===== src/rtl/dac_frame_pkg.sv =====
// Shared definitions for the DAC SPI frame receiver: command codes, frame field
// positions, receive FSM encoding and the channel-select helper.
package dac_frame_pkg;

    localparam logic [3:0] CMD_WRITE         = 4'b0000;
    localparam logic [3:0] CMD_UPDATE        = 4'b0001;
    localparam logic [3:0] CMD_WRITE_UPD_ALL = 4'b0010;
    localparam logic [3:0] CMD_WRITE_UPD     = 4'b0011;
    localparam logic [3:0] CMD_POWER_DOWN    = 4'b0100;
    localparam logic [3:0] CMD_NOP           = 4'b1111;

    localparam logic [3:0] CH_ALL = 4'hF;

    localparam int DATA_LSB = 16;
    localparam int CH_LSB   = 12;
    localparam int CH_W     = 4;
    localparam int CMD_LSB  = 8;
    localparam int CMD_W    = 4;

    localparam logic [5:0] CNT_MAX = 6'd63;

    typedef enum logic [1:0] {
        ST_IDLE   = 2'd0,
        ST_SHIFT  = 2'd1,
        ST_DECODE = 2'd2
    } frame_state_t;

    function automatic logic ch_selected(input logic [3:0] ch, input int n);
        return (ch == CH_ALL) || (ch == 4'(n));
    endfunction

endpackage


===== src/rtl/spi_edge_sync.sv =====
// Multi-stage synchroniser for one SPI pin with rise/fall pulse generation.
// IDLE_LEVEL sets the reset value so an idle-high pin produces no edge after reset.
module spi_edge_sync #(
    parameter int   SYNC_STAGES = 2,
    parameter logic IDLE_LEVEL  = 1'b0
) (
    input  logic clk,
    input  logic rst,
    input  logic din,
    output logic level,
    output logic rise,
    output logic fall
);

    logic [SYNC_STAGES-1:0] sync_r;
    logic                   prev_r;

    // Synchroniser chain plus one delayed copy for edge detection
    always_ff @(posedge clk or posedge rst) begin
        if (rst) begin
            sync_r <= {SYNC_STAGES{IDLE_LEVEL}};
            prev_r <= IDLE_LEVEL;
        end else begin
            sync_r <= {sync_r[SYNC_STAGES-2:0], din};
            prev_r <= sync_r[SYNC_STAGES-1];
        end
    end

    assign level = sync_r[SYNC_STAGES-1];
    assign rise  = level & ~prev_r;
    assign fall  = ~level & prev_r;

endmodule


===== src/rtl/dac_frame_rx.sv =====
// SPI slave receiver and behavioural 4-channel DAC model (input/output registers, power-down).
// Optional echo of the previous frame on spi_miso: define DAC_FRAME_RX_ECHO_EN.
module dac_frame_rx
    import dac_frame_pkg::*;
#(
    parameter int FRAME_BITS  = 32,
    parameter int DATA_W      = 12,
    parameter int NCH         = 4,
    parameter int SYNC_STAGES = 2
) (
    input  logic                  clk,
    input  logic                  rst,
    input  logic                  spi_sck,
    input  logic                  spi_mosi,
    input  logic                  dac_cs,
    input  logic                  dac_clr,
    output logic                  spi_miso,
    output logic                  frame_valid,
    output logic                  frame_err,
    output logic [DATA_W-1:0]     rx_data,
    output logic [3:0]            rx_channel,
    output logic [3:0]            rx_command,
    output logic [NCH*DATA_W-1:0] dac_value,
    output logic [NCH-1:0]        dac_pd
);

    localparam logic [5:0] FRAME_CNT = 6'(FRAME_BITS);

    logic sck_level_s, sck_rise_s, sck_fall_s;
    logic mosi_level_s, mosi_rise_s, mosi_fall_s;
    logic cs_level_s, cs_rise_s, cs_fall_s;

    spi_edge_sync #(.SYNC_STAGES(SYNC_STAGES), .IDLE_LEVEL(1'b0)) u_sck_sync (
        .clk(clk), .rst(rst), .din(spi_sck),
        .level(sck_level_s), .rise(sck_rise_s), .fall(sck_fall_s));
    spi_edge_sync #(.SYNC_STAGES(SYNC_STAGES), .IDLE_LEVEL(1'b0)) u_mosi_sync (
        .clk(clk), .rst(rst), .din(spi_mosi),
        .level(mosi_level_s), .rise(mosi_rise_s), .fall(mosi_fall_s));
    spi_edge_sync #(.SYNC_STAGES(SYNC_STAGES), .IDLE_LEVEL(1'b1)) u_cs_sync (
        .clk(clk), .rst(rst), .din(dac_cs),
        .level(cs_level_s), .rise(cs_rise_s), .fall(cs_fall_s));

    frame_state_t                   state_r, state_s;
    logic [5:0]                     bit_cnt_r;
    logic [FRAME_BITS-1:0]          sr_r;
    logic [NCH-1:0][DATA_W-1:0]     in_r, out_r;
    logic [NCH-1:0]                 pd_r;
    logic                           frame_valid_r, frame_err_r;
    logic [DATA_W-1:0]              rx_data_r;
    logic [3:0]                     rx_channel_r, rx_command_r;
    logic [NCH-1:0]                 sel_s, wr_s, upd_s, pdset_s;
    logic                           dec_ok_s;
    logic [DATA_W-1:0]              f_data_s;
    logic [3:0]                     f_ch_s, f_cmd_s;

    assign f_data_s = sr_r[DATA_LSB +: DATA_W];
    assign f_ch_s   = sr_r[CH_LSB +: CH_W];
    assign f_cmd_s  = sr_r[CMD_LSB +: CMD_W];
    assign dec_ok_s = (state_r == ST_DECODE) && (bit_cnt_r == FRAME_CNT);

    // Next-state logic; IDLE follows the cs level so a fall during DECODE is not lost
    always_comb begin
        state_s = state_r;
        case (state_r)
            ST_IDLE:   if (!cs_level_s) state_s = ST_SHIFT;  else state_s = ST_IDLE;
            ST_SHIFT:  if (cs_rise_s)   state_s = ST_DECODE; else state_s = ST_SHIFT;
            ST_DECODE: state_s = ST_IDLE;
            default:   state_s = ST_IDLE;
        endcase
    end

    // State register, bit counter and input shift register
    always_ff @(posedge clk or posedge rst) begin
        if (rst) begin
            state_r   <= ST_IDLE;
            bit_cnt_r <= 6'd0;
            sr_r      <= '0;
        end else begin
            state_r <= state_s;
            if ((state_r == ST_IDLE) && (state_s == ST_SHIFT)) begin
                bit_cnt_r <= 6'd0;
            end else if ((state_r == ST_SHIFT) && sck_rise_s && !cs_level_s) begin
                sr_r <= {sr_r[FRAME_BITS-2:0], mosi_level_s};
                if (bit_cnt_r != CNT_MAX) bit_cnt_r <= bit_cnt_r + 6'd1;
            end
        end
    end

    // Per-channel write/update/power-down masks for a well-formed frame
    always_comb begin
        wr_s    = '0;
        upd_s   = '0;
        pdset_s = '0;
        for (int n = 0; n < NCH; n++) sel_s[n] = ch_selected(f_ch_s, n);
        if (dec_ok_s) begin
            case (f_cmd_s)
                CMD_WRITE:         wr_s = sel_s;
                CMD_UPDATE:        upd_s = sel_s;
                CMD_WRITE_UPD_ALL: begin wr_s = sel_s; upd_s = {NCH{|sel_s}}; end
                CMD_WRITE_UPD:     begin wr_s = sel_s; upd_s = sel_s; end
                CMD_POWER_DOWN:    pdset_s = sel_s;
                CMD_NOP:           pdset_s = '0;
                default:           pdset_s = '0;
            endcase
        end else begin
            pdset_s = '0;
        end
    end

    // DAC register file; dac_clr wins over any coincident command
    always_ff @(posedge clk or posedge rst) begin
        if (rst) begin
            in_r  <= '0;
            out_r <= '0;
            pd_r  <= '0;
        end else if (!dac_clr) begin
            in_r  <= '0;
            out_r <= '0;
            pd_r  <= '0;
        end else begin
            for (int n = 0; n < NCH; n++) begin
                if (wr_s[n])  in_r[n]  <= f_data_s;
                if (upd_s[n]) out_r[n] <= wr_s[n] ? f_data_s : in_r[n];
                if (upd_s[n]) pd_r[n] <= 1'b0;
                else if (pdset_s[n]) pd_r[n] <= 1'b1;
            end
        end
    end

    // Frame status pulses and latched fields of the last valid frame
    always_ff @(posedge clk or posedge rst) begin
        if (rst) begin
            frame_valid_r <= 1'b0;
            frame_err_r   <= 1'b0;
            rx_data_r     <= '0;
            rx_channel_r  <= 4'd0;
            rx_command_r  <= 4'd0;
        end else begin
            frame_valid_r <= dec_ok_s;
            frame_err_r   <= (state_r == ST_DECODE) && (bit_cnt_r != FRAME_CNT);
            if (dec_ok_s) begin
                rx_data_r    <= f_data_s;
                rx_channel_r <= f_ch_s;
                rx_command_r <= f_cmd_s;
            end
        end
    end

    assign frame_valid = frame_valid_r;
    assign frame_err   = frame_err_r;
    assign rx_data     = rx_data_r;
    assign rx_channel  = rx_channel_r;
    assign rx_command  = rx_command_r;
    assign dac_value   = out_r;
    assign dac_pd      = pd_r;

`ifdef DAC_FRAME_RX_ECHO_EN
    logic [FRAME_BITS-1:0] last_frame_r, echo_sr_r;
    logic                  unused_s;

    // Capture every completed frame and shift it out on the following one
    always_ff @(posedge clk or posedge rst) begin
        if (rst) begin
            last_frame_r <= '0;
            echo_sr_r    <= '0;
        end else begin
            if (state_r == ST_DECODE) last_frame_r <= sr_r;
            if ((state_r == ST_IDLE) && !cs_level_s) begin
                echo_sr_r <= last_frame_r;
            end else if (!cs_level_s && sck_fall_s) begin
                echo_sr_r <= {echo_sr_r[FRAME_BITS-2:0], 1'b0};
            end
        end
    end

    assign spi_miso = echo_sr_r[FRAME_BITS-1];
    assign unused_s = ^{cs_fall_s, sck_level_s, mosi_rise_s, mosi_fall_s};
`else
    logic unused_s;

    assign spi_miso = 1'b0;
    assign unused_s = ^{cs_fall_s, sck_level_s, sck_fall_s, mosi_rise_s, mosi_fall_s,
                        sr_r[FRAME_BITS-1:DATA_LSB+DATA_W], sr_r[CMD_LSB-1:0]};
`endif

endmodule


===== config.mk =====
export PLATFORM = sky130hd
export DESIGN_NAME = dac_frame_rx
export DESIGN_NICKNAME = d
export VERILOG_FILES = /design/src/rtl/dac_frame_pkg.sv /design/src/rtl/spi_edge_sync.sv /design/src/rtl/dac_frame_rx.sv
export SDC_FILE = /design/constraint.sdc
export NUM_CORES = 1
export LEC_CHECK = 0
export ABC_CLOCK_PERIOD_IN_PS = 6700
export CORE_MARGIN = 2
export CORE_UTILIZATION = 55
export DETAILED_ROUTE_END_ITERATION = 8
export GPL_TIMING_DRIVEN = 0
export PLACE_DENSITY = 0.79
export SYNTH_ARGS = -nofsm -noshare
export SYNTH_HDL_FRONTEND = slang
export SYNTH_SLANG_ARGS = --single-unit

===== constraint.sdc =====
create_clock -name clk -period 6.7 [get_ports clk]
set_clock_uncertainty 0.05 [all_clocks]
set_input_delay 0.67 -clock clk [delete_from_list [all_inputs] [get_ports clk]]
set_output_delay 0.67 -clock clk [all_outputs]
set_load 0.05 [all_outputs]

# Word level (Yosys, flattened, before mapping)

Cells that the tools add are included.

Register bits after elaboration: 166
Bits of input ports: 6
Output and inout bits: 75
Word-level logic and storage cells: 104

Add/subtract/negate cells: 1
Equality and inequality tests: 22
Multiplexer cells: 31
Bitwise operators: 5
Reduce and logical (&&, ||, !) cells: 20

Operators by type and width:

| kind                  | count |
|---|---|
| $mux W12              | 8 |
| $mux W48              | 2 |
| $mux W4               | 6 |
| $mux W6               | 3 |
| $eq A4 B2 Y1 const B  | 4 |
| $ne A3 B1 Y1 const B  | 4 |
| $ne A6 B6 Y1 const B  | 2 |
| $mux W1               | 9 |
| $eq A4 B1 Y1 const B  | 2 |
| $logic_not A4 Y1      | 2 |
| $ne A2 B1 Y1 const B  | 4 |
| $pmux W4 S2           | 1 |
| $add A6 B1 Y6 const B | 1 |
| $eq A6 B6 Y1 const B  | 1 |
| $logic_and A1 B1 Y1   | 5 |
| $eq A2 B1 Y1 const B  | 2 |
| $eq A4 B3 Y1 const B  | 1 |
| $eq A4 B4 Y1 const B  | 1 |
| $logic_or A1 B1 Y1    | 4 |
| $pmux W2 S2           | 1 |
| $reduce_and A2 Y1     | 2 |
| $reduce_bool A2 Y1    | 2 |
| $reduce_or A4 Y1      | 1 |
| $not A1 Y1            | 3 |
| 7 further kinds       | 8 |

# Depth between registers and ports, before layout

Gate-level depths: netlist (run 1).

Depth in word-level cells: 8
Mapped depth: 8
Depth with buffers taken out: 6

# By module

From an unflattened synthesis (run 1), not the netlist that was laid out.

Cells, all modules: 567
Area total of the unflattened synthesis: 6,755.2 um2

By module, submodules not included:

| module                          | instances | cells an instance | area each (um2) | seq. area each (um2) |
|---|---|---|---|---|
| dac_frame_rx                    | 1         | 549               | 6,470.0         | 3,953.8 |
| spi_edge_sync (u_mosi_sync ...) | 2         | 6                 | 93.8            | 75.1 |
| spi_edge_sync (u_cs_sync)       | 1         | 6                 | 97.6            | 78.8 |

# Worst setup path after synthesis (run 1)

OpenSTA, ideal clock, no wires.

Path type: register to register
Start: register state_r[1]
End: register sr_r[0]
Library setup time: 0.125 ns
Data arrival time: 1.826 ns
Path slack: 4.699 ns
Cell stages (with the launch flop): 6
Path buffers: 2
Period minus slack after synthesis: 2.001 ns
Path through: dfrtp_1 > or4b_1 > nor2_1 > buf_2 > buf_4 > mux2_2

Cells in the longest elaborated chain, start to end: 6
Elaborated cells on any way between the ends: 9
Those cells by class: eq/ne (2); mux (1); bitwise (1); reduce/logical (5)

RTL lines:

| item                                                    | RTL line                                                   | text |
|---|---|---|
| start, declared                                         | dac_frame_rx.sv:43                                         | `frame_state_t state_r, state_s;` |
| start signal, assigned                                  | dac_frame_rx.sv:79                                         | `state_r <= state_s;` |
| $eq A2 B1 Y1 / $logic_not A2 Y1 (equally long branches) | dac_frame_rx.sv:64, dac_frame_rx.sv:82, dac_frame_rx.sv:80 |  |
| $pmux W2 S2                                             | dac_frame_rx.sv:64                                         | `case (state_r)` |
| $eq A2 B1 Y1                                            | dac_frame_rx.sv:80                                         | `if ((state_r == ST_IDLE) && (state_s == ST_SHIFT)) begin` |
| $logic_and A1 B1 Y1                                     | dac_frame_rx.sv:80                                         |  |
| $not A1 Y1 (no source line)                             | -                                                          |  |
| $reduce_and A2 Y1 (no source line) *                    | -                                                          |  |
| end signal, assigned                                    | dac_frame_rx.sv:83                                         | `sr_r <= {sr_r[FRAME_BITS-2:0], mosi_level_s};` |
| end, declared                                           | dac_frame_rx.sv:45                                         | `logic [FRAME_BITS-1:0] sr_r;` |

Every way passes the cells marked *; elsewhere a longest branch is shown, timed or not.
A chain may end at the register's enable or synchronous reset.

# Worst setup path after layout (run 1)

Start: register sr_r[12]
End: register out_r, in the netlist dac_value[3]

Cells in the longest elaborated chain, start to end: 7
Elaborated cells on any way between the ends: 18
Those cells by class: eq/ne (5); mux (7); reduce/logical (6)

RTL lines:

| item                                                 | RTL line            | text |
|---|---|---|
| branches (longest 7 deep; another with $eq A4 B4 Y1) | -                   |  |
| end signal, assigned by index                        | dac_frame_rx.sv:123 | `if (upd_s[n]) out_r[n] <= wr_s[n] ? f_data_s : in_r[n];` |
| end, declared                                        | dac_frame_rx.sv:46  | `logic [NCH-1:0][DATA_W-1:0] in_r, out_r;` |

Parallel ways; which one is timed is not known. The select of a mux whose other input is x is not followed.

==> reports/results.ini, run 1 <==
[place]
place_hpwl_um=9880
placed_area_um2=7710
gp_congestion=0.858
port_buffers=78

[clock_network]
path_clk_slew_ns=0.06
clock-sinks=166
clockBufferDepth=2
cts_resized=0
htreeDepth=4
numCtsBuffers=17
post-cts-setup-buffers=0
ctsRootBufferMaster=clkbuf_16
cts_tree=done
clk_latency_ns=0.42
cts_hold_buf=0

[timing]
clock.fmax_mhz=409
tightest_slew_ns=0.825
hold_ws_ns=0.302
fin_crit_ns=2.44
slew_headroom_pct=44.7
period_share_pct=36.5
slew_violations=0
hold_viol_final=0
rsz0062_at_grt=false
setup_viol=0

[finish]
stdcell_area_um2=8380
area_growth_pct=24.8
drive_gt1_share_pct=14.4
fin_nets=663
n_antenna_cell=0
fin_util_pct=70.1

[die]
initial_core_util_pct=56.2
die_h_um=115
io_pins=81
core_area_um2=12000
row_count=40
die-area_um2=13100
dieWidth_um=115

[worst_setup_path]
critPathLaunch=sr_r[12]
cp-start-kind=flop
cp_max_fo=10
worstReg2RegStart=sr_r[12]
path_class=flop to flop
arrival_ns=2.68
worstPathRequired_ns=6.93
cp-end-kind=flop

[logic_synthesis]
avgSynthCellArea_um2=12.1
synthTopCellsByArea=dfrtp_1 (61%), mux2i_1 (7.2%), mux2_2 (4.5%)
synthArstFlopShare_pct=100
synthTopCellsByCount=dfrtp_1 (163), nand2_1 (61), a21oi_1 (53), o21ai_0 (53), mux2i_1 (48)
yosys.cell_types.count=43
synth_top_area_share_pct=60.7
ys_seq_area_share_pct=61.9
syn-num-nets=565
synth_top_cell_by_area=dfrtp_1
ys.flop_type=dfrtp_1
syn-instance-count=557
synth.most_common_cell=dfrtp_1
synth_edf_count=0
syn_area_um2=6720
ys_ff_latch=166
synth_warnings=0

[global_routing]
grtUsageMet3_pct=4.61
grt_max_degree=89
grt.busiest_layer=met2
grt-ovfl-total=0
grt_use_total_pct=24.9
use_met2_pct=40.9
antenna_found_initial=0
grt_pass1_vias=4784
grt_pass1_wl_um=24800
met1_usage_pct=33.7

[hold_path]
hold_path_startpoint=u_sck_sync.sync_r[0]
hold_class=flop to flop

[power]
vdd_ir_drop_max_uv=146
p_leak_nw=3.75
power_mw=2.18
power_density_nw_per_um2=261

[job]
drv_cap=0

[drt]
drt-initial-drc-count=324
first_pass_iters=5
drt_wl_total_um=15300
viasPerCell=5.67
vias=4623
drc=0
wl_per_cell_um=18.7
postRouteAntennaNets=0

[run_status]
outcome=finished clean

-- per-layer routing --
layer | up-vias | share of wire [%]
met3 | 33 | 4.6
met4 | 0 | 2.1
li1 | 2096 | -
met5 | - | 0
met2 | 151 | 50
met1 | 2343 | 43
-- cell families (layout without fill, tap and decap cells) --
kind of cell,Yosys count,count (layout),synth area share [%]
buffers and inverters,42,153,3.07
other,1,1,0.0558
flip-flops,166,166,61.9
AND/OR/NAND/NOR,150,150,12.8
XOR/XNOR,6,6,0.782
multiplexers,75,75,11.7
AO/OA/AOI/OAI,115,115,9.33
adder cells (fa/ha/maj),2,2,0.373
-- stage by stage --
step	setup WS, ns	TNS [ns]	std cells
after floorplan	1.49	0	557
after global placement	-0.253	-39.51	782
after detailed placement	4.38	0	783
after CTS	4.34	0	815
after global routing	4.18	0	815
final	4.26	0	815
-- flip-flops by register name, summed over array words and instances (netlist names) --
signal and cells:
frame_err 1, rx_channel 4, u_sck_sync.prev_r 1, in_r 48, rx_data 12, rx_command 4, u_cs_sync.sync_r 2, dac_value 48
sr_r 28, u_sck_sync.sync_r 2, dac_pd 4, u_mosi_sync.sync_r 2, state_r 2, bit_cnt_r 6, frame_valid 1, u_cs_sync.prev_r 1
-- cell type report --
cell class,instances,area (µm²)
Clock inverter,11,196
Tap cell,147,184
Fill cell,830,3580
Buffer,36,184
Clock buffer,21,470
Timing Repair Buffer,79,808
Multi-Input combinational cell,349,2350
Sequential cell,166,4160
Inverter,6,27.5
-- worst max-delay path: stages (launching register included) --
cell and delay [ns]:
dfrtp_1 0.35, buf_2 0.17, nor4_1 0.45, or2_2 0.20, nor3b_2 0.34, buf_4 0.30
mux2i_1 0.32, a21oi_1 0.12
-- layout by cell type, fill, tap and decap left out, drive strengths merged, types with 2 or more instances in the layout --
cell and instances:
clkbuf 39, mux2i 48, clkinv 4, dfrtp 163, ha 2, clkdlybuf4s50 78, inv 6, xnor2 2
nor3 3, mux2 27, and2b 6, nand2 61, dfstp 3, nor4 2, bufinv 5, nor2 10
nor3b 8, nor4b 2, nand4 5, buf 19, nand2b 2, or2 3, o21ai 54, clkinvlp 2
xor2 4, nor2b 43, a21oi 57
-- report_power, final --
part / internal, mW / switching (mW) / total, mW
registers: 1.02 / 0.0117 / 1.03
logic: 0.0280 / 0.0434 / 0.0714
clock network: 0.693 / 0.386 / 1.08
-- final timing paths --
check                                  endpoint  slack (ns)  cells after the start
hold reg to reg            u_sck_sync.sync_r[1]        0.30                      0
min in group asynchronous         dac_value[16]        0.69                      2
max in group asynchronous      u_cs_sync.prev_r        5.04                      3
setup / recovery                   dac_value[3]        4.26                      7
hold / removal             u_sck_sync.sync_r[1]        0.30                      0
setup reg to reg                   dac_value[3]        4.26                      7
Note: power is estimated with default switching activity, not from simulation.
==> run 2, diff against run 1 <==
- ABC_CLOCK_PERIOD_IN_PS: 6700 -> 2300
- clock period: 6.7 -> 2.3 ns (I/O delays scaled with it)
==> run 2 against run 1 <==
  * Register-to-register slack got worse by 4.2 ns
  * First-iteration DRC count decreased by 27%
  * Highest routed layer unchanged
  * Worst hold slack got worse by 0.19 ns
  * Sequential power increased to 2.9 times the previous value
  * Final cell count increased by 0.61%
  * Largest cell class unchanged
  * Final area increased by 0.21%
  * Utilization increased by 0.15 points
  * Total power increased to 2.7 times the previous value
  * Clock power increased to 2.6 times the previous value
==> reports/results.ini, run 2 (same netlist as run 1, synthesis figures left out) <==
[worst_setup_path]
r2r_cells=7
timing.rr.end=in_r[32]
path_class=flop to flop
critPathSlowestCell=dfrtp_1
path_cells=buf_2, nor4b_1, or2_2, nor3b_4, buf_6, mux2i_1, and2b_1
cp-end-kind=flop
cp-start-kind=flop
worstPathRequired_ns=2.56
worstReg2RegStart=sr_r[12]
slowest_delay_ns=0.36
cp_max_fo=10
r2r_slack_ns=0.06
arrival_ns=2.50

[place]
place_hpwl_um=9990
gp_congestion=0.866
port_buffers=78

[die]
die-area_um2=13100
dieWidth_um=115
die_h_um=115
core_area_um2=12000
row_count=40
initial_core_util_pct=56.2
io_pins=81

[drt]
vias=4573
drt-initial-drc-count=237
drc=0
drt_wl_total_um=14700
wl_per_cell_um=17.9
first_pass_iters=4
viasPerCell=5.58
postRouteAntennaNets=0

[clock_network]
cts_hold_buf=0
htreeDepth=4
clockBufferDepth=2
cts_tree=done
clk_latency_ns=0.42
path_clk_slew_ns=0.06
ctsRootBufferMaster=clkbuf_16
clock-sinks=166
numCtsBuffers=17

[global_routing]
grt_max_degree=43
grt_pass1_vias=4723
grt_pass1_wl_um=24400
antenna_found_initial=0
grt-ovfl-total=0
grt_use_total_pct=24.5

[finish]
fillers=822
final_cell_mix=dfrtp_1 (163), clkdlybuf4s50_1 (78), nand2_1 (61)
n_antenna_cell=0
drive_gt1_share_pct=15.8
mostFrequentLayoutCell=dfrtp_1
fin_nets=668
fin_util_pct=70.2
area_growth_pct=25.0

[timing]
tightest_slew_ns=0.768
slew_violations=0
hold_ws_ns=0.112
setup_viol=0
clock.fmax_mhz=447
fin_crit_ns=2.24
hold_viol_final=0
period_share_pct=97.3
rsz0062_at_grt=true
slew_headroom_pct=48.5

[hold_path]
hold_class=input port to asynchronous set/reset pin

[power]
vdd_ir_drop_max_uv=533
power_density_nw_per_um2=713
p_leak_nw=3.77

[run_status]
outcome=finished clean

[job]
drv_cap=0

run 2: cell type report:
| cell class | count | area (µm²) | area share, % |
|---|---|---|---|
| inverters | 6 | 26.3 | 0.313 |
| repair buffers | 84 | 876 | 10.4 |
| multi-input cells | 349 | 2370 | 28.3 |
| clock inverters | 9 | 100 | 1.19 |
| clock buffers | 23 | 478 | 5.69 |
| flip-flops and latches | 166 | 4160 | 49.5 |
| well taps | 147 | 184 | 2.19 |
| plain buffers | 36 | 201 | 2.40 |
run 2: where the power goes:
group | internal [mW] | total, mW | switching [mW]
clock | 1.67 | 2.76 | 1.08
combinational | 0.0904 | 0.217 | 0.126
sequential | 2.98 | 3.01 | 0.0351
run 2: worst max-delay path by stage:
stage | start | endpoint | slack [ns] | depth (start not counted)
finish | sr_r[12] | in_r[32] | 0.06 | 7
global route | sr_r[12] | in_r[32] | -0.1 | 7
CTS | state_r[1] | sr_r[5] | 0.03 | 5
detailed placement | state_r[1] | sr_r[5] | 0.05 | 5
global placement | rst | dac_value[17] | -1.25 | 2
floorplan | rst | bit_cnt_r[0] | -0.09 | 1
run 2: metal layers:
metal,GRT usage (%),vias to the layer above,wire length [µm]
met5,0,-,0
met2,38.8,120,7220
li1,-,2105,-
met3,4.92,27,671
met1,33.8,2321,6510
met4,9.27,0,311
run 2: timing repair:
| action | 4_1_cts | 5_1_grt |
|---|---|---|
| setup endpoints to repair | 0 | 64 |
| buffers inserted | 0 | 2 |
| gates resized for setup | 0 | 15 |
run 2: worst max-delay path, delay by kind of cell (launching register included):
kind	cells	cell delay, ns
flip-flops	1	0.36
buffers and inverters	2	0.39
AND/OR/NAND/NOR	4	1.06
multiplexers	1	0.26
run 2: metrics by stage:
step	total power [mW]	std cells	TNS (ns)	area (µm²)	worst slack, ns
global route	6.20	820	-0.743	8400	-0.0993
finish	5.99	820	0	8400	0.0617
floorplan	3.21	557	-14.72	6720	-0.0903
detailed placement	3.29	786	0	7760	0.0496
CTS	6.03	818	0	8340	0.0281
global placement	3.26	782	-204.67	7680	-1.25
==> RTL edit 1, RTL diff (flow settings as in run 1) <==
One comparison of `bit_cnt_r` changes from == to >=.
--- a/src/rtl/dac_frame_rx.sv
+++ b/src/rtl/dac_frame_rx.sv
@@ -56,7 +56,7 @@
     assign f_data_s = sr_r[DATA_LSB +: DATA_W];
     assign f_ch_s   = sr_r[CH_LSB +: CH_W];
     assign f_cmd_s  = sr_r[CMD_LSB +: CMD_W];
-    assign dec_ok_s = (state_r == ST_DECODE) && (bit_cnt_r == FRAME_CNT);
+    assign dec_ok_s = (state_r == ST_DECODE) && (bit_cnt_r >= FRAME_CNT);
 
     // Next-state logic; IDLE follows the cs level so a fall during DECODE is not lost
     always_comb begin
Behaviour: no difference found for any inputs over 10 cycles, from zero or initial values and one cycle with rst high; that may be too few to reach the edited logic, so the function may still have changed.
==> RTL edit 1 against run 1 <==
Sequential cell count unchanged; total power decreased by 5.0%; cell area decreased by 1.4%; sequential share of layout area increased by 0.72 points; critical path depth unchanged; routed wire length decreased by 4.4%; synthesized area decreased by 0.73%; clock power decreased by 10%; cell count increased by 1.2%; setup slack improved by 0.017 ns; non-clock buffer count decreased by 1; first-iteration DRC count decreased by 26%; utilization decreased by 0.71 points; largest power group is now sequential cells.
==> RTL edit 1: results <==
placed_design:
  hpwl_microns: 9710
  place_worst_setup_slack_ns: 4.33
  dpl_cell_area_sq_um: 7660
  finalWeightedCongestion: 0.795
  dp_cells: 793
global_routing:
  grt_start_max_net_pins: 87
  grt_pass1_vias: 4761
  grt_use_met3_pct: 4.98
  grt_use_met2_pct: 40.1
  grt_pass1_wl_microns: 24300
drt:
  wl_met3_microns: 702
  dr.pass1.iters: 4
  route.met2.wl_microns: 7270
  viasPerCell: 5.60
  drtIter0Drc: 240
  wl_met1_microns: 6430
logic_synthesis:
  synth_compound_area_share_pct: 9.95
  synth_commonest_cells: "163 x dfrtp_1, 68 x nand2_1, 49 x mux2i_1, 49 x nor2b_1, 48 x o21ai_0"
  seq_area_frac_synth_pct: 62.4
  ys_types: 42
  synth-adder-area-share_pct: 0.375
  synth_xor_xnor_area_share_pct: 0.657
  syn_inst: 567
  netlist_area_sq_um: 6670
pwr:
  seq_power_share_pct: 49.9
  p_per_area_nw_per_um2: 251
  powerComb_w: 0.0000689
  irDropWorstVdd_v: 0.000154
setup_path:
  cp_slowest_cell: "nor3_2"
  arrival_ns: 2.72
  max_stage_delay_ns: 0.47
finish:
  fillers: 897
  stdcell_count: 825
  seq_share_pct: 50.3
  n_all_buffers: 114
  inverters: 8
  drive_gt1_share_pct: 13.4
  clock_area_share_pct: 7.21
  buf_share_pct: 11.8
  multi_input_cells: 358
timing:
  relSlewSlack_pct: 48.4
status:
  status: "finished, final reports clean"
## RTL edit 1: changes by cell type in the layout (fill, tap and decap cells not counted), moves of 5 or more
cell | before | now
a21oi_1 | 53 | 46
and2b_1 | 6 | 0
inv_6 | 1 | 7
nand2_1 | 61 | 68
nor2_1 | 10 | 17
nor2b_1 | 43 | 49
o21ai_0 | 53 | 48
o21ai_1 | 1 | 7
## RTL edit 1: worst paths after layout
kind | slack, ns | from | end | cells after the start
max | 4.27 | state_r[0] | dac_value[5] | 7
min | 0.30 | u_sck_sync.sync_r[0] | u_sck_sync.sync_r[1] | 0
max reg2reg | 4.27 | state_r[0] | dac_value[5] | 7
min reg2reg | 0.30 | u_sck_sync.sync_r[0] | u_sck_sync.sync_r[1] | 0
max in group asynchronous | 5.02 | rst | u_cs_sync.sync_r[0] | 3
min in group asynchronous | 0.72 | rst | dac_value[32] | 2
==> RTL edit 2, RTL diff (flow settings as in run 1) <==
Without the edit above. `IDLE_LEVEL` is set to 1'b0 in 3 places; all go to 1'b1.
--- a/src/rtl/spi_edge_sync.sv
+++ b/src/rtl/spi_edge_sync.sv
@@ -2,7 +2,7 @@
 // IDLE_LEVEL sets the reset value so an idle-high pin produces no edge after reset.
 module spi_edge_sync #(
     parameter int   SYNC_STAGES = 2,
-    parameter logic IDLE_LEVEL  = 1'b0
+    parameter logic IDLE_LEVEL  = 1'b1
 ) (
     input  logic clk,
     input  logic rst,
--- a/src/rtl/dac_frame_rx.sv
+++ b/src/rtl/dac_frame_rx.sv
@@ -30,10 +30,10 @@
     logic mosi_level_s, mosi_rise_s, mosi_fall_s;
     logic cs_level_s, cs_rise_s, cs_fall_s;
 
-    spi_edge_sync #(.SYNC_STAGES(SYNC_STAGES), .IDLE_LEVEL(1'b0)) u_sck_sync (
+    spi_edge_sync #(.SYNC_STAGES(SYNC_STAGES), .IDLE_LEVEL(1'b1)) u_sck_sync (
         .clk(clk), .rst(rst), .din(spi_sck),
         .level(sck_level_s), .rise(sck_rise_s), .fall(sck_fall_s));
-    spi_edge_sync #(.SYNC_STAGES(SYNC_STAGES), .IDLE_LEVEL(1'b0)) u_mosi_sync (
+    spi_edge_sync #(.SYNC_STAGES(SYNC_STAGES), .IDLE_LEVEL(1'b1)) u_mosi_sync (
         .clk(clk), .rst(rst), .din(spi_mosi),
         .level(mosi_level_s), .rise(mosi_rise_s), .fall(mosi_fall_s));
     spi_edge_sync #(.SYNC_STAGES(SYNC_STAGES), .IDLE_LEVEL(1'b1)) u_cs_sync (
Check against the original RTL: no difference found for any inputs over 10 cycles, from zero or initial values and one cycle with rst high; that may be too few to reach the edited logic, so the function may still have changed.
==> RTL edit 2 against run 1 <==
Setup slack gained 0.083 ns; clock power is 18% lower; total power down 8.8%; global-route usage is 0.86 points lower; critical path type is now reg2out; routed wire length decreased by 3.2%; sequential share of layout area is 0.85 points higher; hold slack gained 0.0031 ns; sequential cell count unchanged; critical endpoint is now dac_pd[3]; synthesized area about the same; cell area down 1.5%.
==> RTL edit 2: results <==
setup_path:
  ff2ff_path_depth: 5
  reg2reg_to: "dac_value[8]"
  r2r_slack_ns: 4.40
  max_stage_delay_ns: 0.83
  cp_slowest_cell: "clkdlybuf4s50_1"
  r2r-start: "sr_r[10]"
global_routing:
  grt_start_max_net_pins: 106
  grt_pass1_vias: 4654
  grt_use_met3_pct: 4.87
  use_met1_pct: 33.0
logic_synthesis:
  synth.area.top_cells: "dfrtp_1 59%, mux2i_1 7.1%, mux2_2 4.5%, nor2b_1 4.0%, a21oi_1 3.9%"
  synth_commonest_cells: "158 x dfrtp_1, 61 x nand2_1, 53 x a21oi_1, 53 x o21ai_0, 48 x mux2i_1"
  seq_area_frac_synth_pct: 61.9
finish:
  buf_share_pct: 12.0
  fillers: 880
  drive_gt1_share_pct: 15.1
  seq_cell_count: 166
  clock_area_share_pct: 6.44
drt:
  wl_per_cell_microns: 18.1
  drtIter0Drc: 331
  wl_met1_microns: 6530
  vias: 4567
  wl_met3_microns: 604
placed_design:
  hpwl_microns: 9900
  finalWeightedCongestion: 0.842
pwr:
  irDropWorstVdd_v: 0.000156
worst_hold_path:
  min-delay-start: "u_mosi_sync.sync_r[0]"
status:
  status: "finished, final reports clean"
## RTL edit 2: cell types whose count changed in the layout (fill, tap and decap cells not counted)
cell / run 1 / this run
clkinv_2: 1 / 4
clkinvlp_4: 2 / 4
dfstp_2: 3 / 8
clkbuf_8: 3 / 0
bufinv_16: 5 / 0
dfrtp_1: 163 / 158
inv_6: 1 / 5
clkinv_4: 3 / 2
## RTL edit 2: worst max-delay path by stage
stage | startpoint | end
2_1_floorplan | rst | bit_cnt_r[0]
3_3_place_gp | rst | sr_r[2]
3_5_place_dp | state_r[1] | sr_r[3]
4_1_cts | dac_pd[3] | dac_pd[3]
5_1_grt | sr_r[12] | in_r[34]
6_report | dac_pd[3] | dac_pd[3]
## RTL edit 2: through the flow
| stage | area (sq um) | hold slack, ns | std cells | TNS (ns) |
|---|---|---|---|---|
| final | 8250 | 0.305 | 815 | 0 |
| after global routing | 8250 | 0.307 | 815 | 0 |
| after CTS | 8250 | 0.306 | 815 | 0 |
| after detailed placement | 7720 | 0.298 | 783 | 0 |
| after global placement | 7690 | 0.296 | 782 | -36.85 |
| after floorplan | 6720 | 0.295 | 557 | 0 |
## RTL edit 2: power breakdown
part	internal, W	total [W]	switching (W)
combinational	0.0000279	0.0000706	0.0000427
sequential	0.00102	0.00104	0.0000121
clock	0.000476	0.000885	0.000408
total	0.00153	0.00199	0.000463
## RTL edit 2: logic make-up (layout without fill, tap and decap cells)
kind of cell	Yosys count	in the layout	synth area share, %
buffers and inverters	42	153	3.07
AO/OA/AOI/OAI	115	115	9.32
adder cells (fa/ha/maj)	2	2	0.372
flip-flops	166	166	61.9
XOR/XNOR	6	6	0.782
AND/OR/NAND/NOR	150	150	12.8
multiplexers	75	75	11.7
other	1	1	0.0558
